**config.mk**
```make
export PLATFORM = sky130hd
export DESIGN_NAME = ks_sum_out
export DESIGN_NICKNAME = d
export VERILOG_FILES = /design/src/rtl/ks_pkg.sv /design/src/rtl/ks_skid2.sv /design/src/rtl/ks_sum_out.sv
export SDC_FILE = /design/constraint.sdc
export NUM_CORES = 1
export LEC_CHECK = 0
export CAP_MARGIN = 20
export CORE_MARGIN = 2
export CORE_UTILIZATION = 50
export CTS_CLUSTER_SIZE = 25
export DETAILED_ROUTE_END_ITERATION = 16
export GPL_TIMING_DRIVEN = 1
export MAX_ROUTING_LAYER = met4
export PLACE_DENSITY = 0.89
export SYNTH_ARGS = -nofsm -noshare
export SYNTH_HDL_FRONTEND = slang
export SYNTH_SLANG_ARGS = --single-unit
export TNS_END_PERCENT = 20
```
**constraint.sdc**
```tcl
create_clock -name i_clk -period 3.2 [get_ports i_clk]
set_input_delay 0.64 -clock i_clk [delete_from_list [all_inputs] [get_ports i_clk]]
set_output_delay 0.64 -clock i_clk [all_outputs]
set_load 0.05 [all_outputs]
```
**src/rtl/ks_pkg.sv**
```systemverilog
// Shared types for the Kogge-Stone adder output stage.
package ks_pkg;

    // Default adder width.
    localparam int KS_W = 8;

    // One finished adder result as it travels through the output buffer.
    typedef struct packed {
        logic [KS_W-1:0] sum;
        logic            cout;
        logic            ovf;
        logic            zero;
    } ks_res_t;

    // Occupancy of the 2-entry output buffer.
    typedef enum logic [1:0] {
        CNT_EMPTY = 2'd0,
        CNT_ONE   = 2'd1,
        CNT_TWO   = 2'd2
    } ks_cnt_e;

endpackage

```
**src/rtl/ks_skid2.sv**
```systemverilog
// Generic 2-entry valid/ready buffer.
//
// Handshake: a transfer happens on a rising edge where valid && ready are both
// high; valid must not depend on ready; data is only meaningful while valid.
// o_ready is decoded from registered occupancy alone, so no combinational path
// exists from i_ready to o_ready.
module ks_skid2
    import ks_pkg::*;
#(
    parameter type T     = ks_res_t,
    parameter int  DEPTH = 2
) (
    input  logic    i_clk,
    input  logic    i_rst_n,
    input  logic    i_valid,
    output logic    o_ready,
    input  T        i_data,
    output logic    o_valid,
    input  logic    i_ready,
    output T        o_data,
    output ks_cnt_e o_state
);

    if (DEPTH != 2) begin : g_depth_check
        $error("ks_skid2: DEPTH must be 2");
    end

    ks_cnt_e state_q;
    ks_cnt_e state_d;
    logic    wr_ptr_q;
    logic    rd_ptr_q;
    T        mem_q [2];
    logic    push;
    logic    pop;

    assign o_ready = (state_q != CNT_TWO);
    assign o_valid = (state_q != CNT_EMPTY);
    assign push    = i_valid && o_ready;
    assign pop     = o_valid && i_ready;
    assign o_data  = mem_q[rd_ptr_q];
    assign o_state = state_q;

    // Next occupancy from push/pop; TWO can never see a push since o_ready is low.
    always_comb begin
        state_d = state_q;
        case (state_q)
            CNT_EMPTY: if (push) state_d = CNT_ONE;
            CNT_ONE: begin
                if (push && !pop)      state_d = CNT_TWO;
                else if (pop && !push) state_d = CNT_EMPTY;
            end
            CNT_TWO:   if (pop) state_d = CNT_ONE;
            default:   state_d = CNT_EMPTY;
        endcase
    end

    // Occupancy state and 1-bit wrapping pointers; reset discards in-flight entries.
    always_ff @(posedge i_clk or negedge i_rst_n) begin
        if (!i_rst_n) begin
            state_q  <= CNT_EMPTY;
            wr_ptr_q <= 1'b0;
            rd_ptr_q <= 1'b0;
        end else begin
            state_q <= state_d;
            if (push) wr_ptr_q <= ~wr_ptr_q;
            if (pop)  rd_ptr_q <= ~rd_ptr_q;
        end
    end

    // Entry storage; cleared on reset so the head reads as all zeros.
    always_ff @(posedge i_clk or negedge i_rst_n) begin
        if (!i_rst_n) begin
            mem_q[0] <= '0;
            mem_q[1] <= '0;
        end else if (push) begin
            mem_q[wr_ptr_q] <= i_data;
        end
    end

endmodule

```
**src/rtl/ks_sum_out.sv**
```systemverilog
// Output end of the Kogge-Stone adder: forms sum and flags from the resolved
// carries and saved propagates, then buffers them behind a valid/ready port.
module ks_sum_out
    import ks_pkg::*;
#(
    parameter int W     = KS_W,
    parameter int DEPTH = 2
) (
    input  logic         i_clk,
    input  logic         i_rst_n,
    input  logic         i_valid,
    output logic         o_ready,
    input  logic         i_c0,
    input  logic [W-1:0] i_gk,
    input  logic [W-1:0] i_p_save,
    output logic         o_valid,
    input  logic         i_ready,
    output logic [W-1:0] o_sum,
    output logic         o_cout,
    output logic         o_ovf,
    output logic         o_zero,
    output ks_cnt_e      o_count
);

    if (W < 2) begin : g_width_check
        $error("ks_sum_out: W must be at least 2");
    end

    // Result record sized to this instance's width.
    typedef struct packed {
        logic [W-1:0] sum;
        logic         cout;
        logic         ovf;
        logic         zero;
    } res_t;

    logic [W-1:0] sum;
    res_t         res_in;
    res_t         res_out;

    // Carry into bit i is the carry out of bit i-1; bit 0 takes the forwarded carry-in.
    always_comb begin
        sum         = i_p_save ^ {i_gk[W-2:0], i_c0};
        res_in      = '0;
        res_in.sum  = sum;
        res_in.cout = i_gk[W-1];
        res_in.ovf  = i_gk[W-1] ^ i_gk[W-2];
        res_in.zero = ~|sum;
    end

    ks_skid2 #(
        .T     (res_t),
        .DEPTH (DEPTH)
    ) u_buf (
        .i_clk   (i_clk),
        .i_rst_n (i_rst_n),
        .i_valid (i_valid),
        .o_ready (o_ready),
        .i_data  (res_in),
        .o_valid (o_valid),
        .i_ready (i_ready),
        .o_data  (res_out),
        .o_state (o_count)
    );

    assign o_sum  = res_out.sum;
    assign o_cout = res_out.cout;
    assign o_ovf  = res_out.ovf;
    assign o_zero = res_out.zero;

endmodule

```
==> results_tabular.tex <==
\begin{tabular}{lr}
\hline
Metric & Value \\
\hline
\multicolumn{2}{l}{\textbf{Die}} \\
Standard-cell rows & 18 \\
Initial core utilization & between 50 and 60\% \\
Area of the die & between 0.002 and 0.003 mm\^{}2 \\
Number of top-level pins & 36 \\
Width of the chip & around 54 um \\
Placeable core area & about 0.0024 mm\^{}2 \\
Die span in y & 54.35 um \\
\multicolumn{2}{l}{\textbf{Min path}} \\
Worst hold path stage count & 1 \\
Hold WC Path Type & reg2reg \\
\multicolumn{2}{l}{\textbf{Routing}} \\
Final routed DRC violation total & 0 \\
Starting DRT DRC Count & 15 \\
Via count of the routed design & about 860 \\
Routed via count divided by cell count & between 5 and 6 \\
Length of the first detailed-routing pass in iterations & 7 \\
Antenna-violating nets left & 0 \\
Routed wire per std cell & 15.03 um \\
Overall routed net length & 2389 um \\
\multicolumn{2}{l}{\textbf{Synthesis}} \\
Count of flip-flops with a built-in enable after synthesis & 0 \\
Most used flip-flop cell after synthesis & sky130\_fd\_sc\_hd\_\_dfrtp\_1 \\
Cell types with the largest area share after synthesis & sky130\_fd\_sc\_hd\_\_dfrtp\_1, sky130\_fd\_sc\_hd\_\_mux2\_2, sky130\_fd\_sc\_hd\_\_xor2\_1 \\
Synthesized netlist cell count & 93 \\
Synthesized-area fraction occupied by and/or/nand/nor cells & 6.713\% \\
Largest area contributor in the netlist & sky130\_fd\_sc\_hd\_\_dfrtp\_1 \\
Combinational family with the most area after synthesis & multiplexers \\
Portion of netlist area occupied by mux cells & $\sim$28\% \\
Synthesized flop and latch total & 26 \\
Warning count from the yosys run & 0 \\
XOR/XNOR share of the synthesized area & under 10\% \\
Synthesized-area fraction occupied by adder cells & 0\% \\
Average footprint of a synthesized cell & around 14 um\^{}2 \\
Synth Net Count & about 110 \\
Area fraction in compound gates after synthesis & roughly 4.7\% \\
Share of synthesized area occupied by flip-flops and latches & between 50\% and 60\% \\
Post-synthesis cell type count & 22 \\
Share of Yosys cell area claimed by the top area cell type & 51.33\% \\
Ys async rst share & between 90\% and 100\% \\
Post-synthesis cell area & around 0.0013 mm\^{}2 \\
\multicolumn{2}{l}{\textbf{Placed design}} \\
Detailed placer's ending HPWL & approximately 1800 um \\
Port Buf Inserts & 35 \\
Routability Congestion & roughly 0.87 \\
Inst Count DP & roughly 160 \\
Area of placed instances & about 0.0016 mm\^{}2 \\
\multicolumn{2}{l}{\textbf{Clocking}} \\
Clock tree buffer depth & 2 \\
H-Tree Depth & 1 \\
Clock Sinks & 26 \\
CTS tree & done \\
Clock-pin slew on the worst setup and hold paths & between 0.1 and 0.15 ns \\
Post-CTS setup buffers & 0 \\
Number of buffers inserted for hold repair after clock tree synthesis & 0 \\
Number of gates resized after cts & 0 \\
CTS root buffer & sky130\_fd\_sc\_hd\_\_clkbuf\_4 \\
Insertion delay to the later sink of the worst-skew pair & around 0.3 ns \\
Total clock buffers created by CTS & 3 \\
\multicolumn{2}{l}{\textbf{Final layout}} \\
Area of all placed cells without fillers & 0.001670 mm\^{}2 \\
Fillcell total & around 200 \\
Area of all sequential standard cells & about 650 um\^{}2 \\
Net total in the final layout & $\sim$150 \\
Share of layout cells above drive strength 1 & between 30 and 40\% \\
Synthesis-to-layout area growth & 31.79\% \\
Area occupied by multi-input gates & 590.6 um\^{}2 \\
Count of antenna diodes in the layout & 0 \\
Final cell count without fillers & 159 \\
\multicolumn{2}{l}{\textbf{Worst setup path}} \\
Worst Path Arrival & about 2.1 ns \\
Type of the setup path with the least slack & reg2out \\
R2r worst-path depth & 4 \\
Crit path max-delay family & flip-flops \\
Slowest stage cell on the critical path & sky130\_fd\_sc\_hd\_\_dfrtp\_1 \\
CP Cell Sequence & mux2\_2 -> clkdlybuf4s50\_1 \\
Type of element capturing the critical path & output pin \\
Number of gates on the worst path with buffers counted & 2 \\
Worst path max stage delay & between 0.7 and 0.8 ns \\
Startpoint class of the critical path & flip-flop \\
CP max FO & 12 \\
Total buffers and inverters traversed by the critical path & 1 \\
Required time at the worst-slack endpoint & roughly 2.6 ns \\
\multicolumn{2}{l}{\textbf{Run status}} \\
Outcome & completed \\
\multicolumn{2}{l}{\textbf{Power}} \\
Static leakage power & just under 0.7 nW \\
Power per Cell Area & 1024 mW/mm\^{}2 \\
Worst IR Drop VDD & between 0.7 and 0.8 mV \\
\multicolumn{2}{l}{\textbf{Global route}} \\
Maximum number of pins on one net before global-route repair & 27 \\
Global routing usage on met1 & between 20\% and 30\% \\
Global Route Usage Sum & between 10\% and 20\% \\
Vias in the first global route & between 800 and 900 \\
Total grt overflow & 0 \\
Global-route wire length before repair & between 4000 and 5000 um \\
Antenna violations before repair & 0 \\
Fraction of met3 tracks used by global routing & 2.459\% \\
Busiest grt layer & met2 \\
Met2 demand-to-capacity share in global routing & 30.72\% \\
\multicolumn{2}{l}{\textbf{Timing}} \\
Clock period minus worst slack & around 2.8 ns \\
Setup repair after global routing missed its margin & no \\
Sum Neg Setup Slack & 0 ns \\
Max Clock Skew & between 0.005 and 0.006 ns \\
Number of pins with negative max-slew slack in the final report & 0 \\
Tcrit/Tclk final & 86.26\% \\
Max-Slew Margin vs Limit & 62.61\% \\
Number of hold-slack violations in the final timing report & 0 \\
Setup violators final & 0 \\
Actual slew at the worst max-slew pin & between 0.5 and 0.6 ns \\
Achievable clock frequency & about 360 MHz \\
\multicolumn{2}{l}{\textbf{Job}} \\
Max-cap violations & 0 \\
\hline
\end{tabular}
==> cells in the final DEF, fill, tap and decap left out <==
master,netlist,layout
sky130_fd_sc_hd__o31ai_1,3,3
sky130_fd_sc_hd__clkbuf_4,0,3
sky130_fd_sc_hd__buf_4,1,1
sky130_fd_sc_hd__xor2_1,9,9
sky130_fd_sc_hd__a21oi_1,3,3
sky130_fd_sc_hd__or4_4,1,1
sky130_fd_sc_hd__o41ai_2,1,1
sky130_fd_sc_hd__dfrtp_1,26,26
sky130_fd_sc_hd__nor2_1,1,1
sky130_fd_sc_hd__inv_1,3,3
sky130_fd_sc_hd__nor2b_4,1,1
sky130_fd_sc_hd__or2_2,1,1
sky130_fd_sc_hd__nor2b_1,1,1
sky130_fd_sc_hd__or4_1,1,1
sky130_fd_sc_hd__nand2_1,2,2
sky130_fd_sc_hd__nor3b_1,1,1
sky130_fd_sc_hd__xnor2_1,2,2
sky130_fd_sc_hd__nor3_4,1,1
sky130_fd_sc_hd__o22ai_1,1,1
sky130_fd_sc_hd__clkdlybuf4s50_1,0,35
sky130_fd_sc_hd__nand3_1,1,1
sky130_fd_sc_hd__mux2_2,31,31
==> per-stage QoR <==
step | hold WS, ns | setup WS (ns) | power (mW) | util, %
floorplan | 0.3444 | 1.173 | 1.293 | -
global placement | 0.4783 | 0.8185 | 1.565 | 67.75
detailed placement | 0.4902 | 0.7786 | 1.591 | 67.75
CTS | 0.5219 | 0.4124 | 1.728 | 68.67
global route | 0.5419 | 0.3407 | 1.808 | 68.67
finish | 0.5207 | 0.4395 | 1.711 | 68.67
==> power breakdown <==
group	leakage [nW]	internal, mW	switching (mW)	total [mW]
Combinational	0.367	0.437	0.553	0.990
Sequential	0.311	0.474	0.119	0.593
Clock	0.0138	0.0439	0.0842	0.128
==> worst reg2reg max path: stages, from the launching register on <==
cell and delay, ns:
sky130_fd_sc_hd__dfrtp_1 0.45, sky130_fd_sc_hd__nor2b_4 0.25, sky130_fd_sc_hd__inv_1 0.09, sky130_fd_sc_hd__nand3_1 0.41, sky130_fd_sc_hd__mux2_2 0.40
==> final cells by class <==
type	instances	share of cell area (%)
sequential	26	38.95
multi-input combinational	61	35.36
timing repair buffer	36	21.42
tap	30	2.247
clock buffer	3	1.348
inverter	3	0.6742
==> flip-flops by register name, indices dropped and copies added (netlist names) <==
name            cells
u_buf.rd_ptr_q      1
u_buf.mem_q        22
u_buf.wr_ptr_q      1
u_buf.o_state       2
==> synthesized netlist by cell type, types with 2 or more instances <==
cell,instances
sky130_fd_sc_hd__nand2_1,2
sky130_fd_sc_hd__dfrtp_1,26
sky130_fd_sc_hd__xnor2_1,2
sky130_fd_sc_hd__o31ai_1,3
sky130_fd_sc_hd__mux2_2,31
sky130_fd_sc_hd__xor2_1,9
sky130_fd_sc_hd__inv_1,3
sky130_fd_sc_hd__a21oi_1,3
==> per-layer routing <==
metal	vias up	part of all wire (%)
met2	31	50
met3	2	5.4
met1	413	44
met5	-	0
li1	409	-
met4	0	0.29
==> final timing paths <==
path / startpoint / end / slack, ns
worst max register to register: u_buf.o_state[1] / u_buf.mem_q[10] / 1.50
worst min-delay path: u_buf.mem_q[9] / u_buf.mem_q[9] / 0.52
worst min register to register: u_buf.mem_q[9] / u_buf.mem_q[9] / 0.52
worst max-delay path: u_buf.rd_ptr_q / o_zero / 0.44
max in group asynchronous: i_rst_n / u_buf.mem_q[10] / 2.26
min in group asynchronous: i_rst_n / u_buf.mem_q[18] / 0.69
==> kinds of logic after synthesis <==
kind of cell              Yosys count
AOI/OAI and AO/OA                   8
xor gates and xnor gates           11
buffers and inverters               6
DFF                                26
muxes                              31
and+or+nand+nor                    11
No activity file was read; power rests on OpenSTA's default activity.
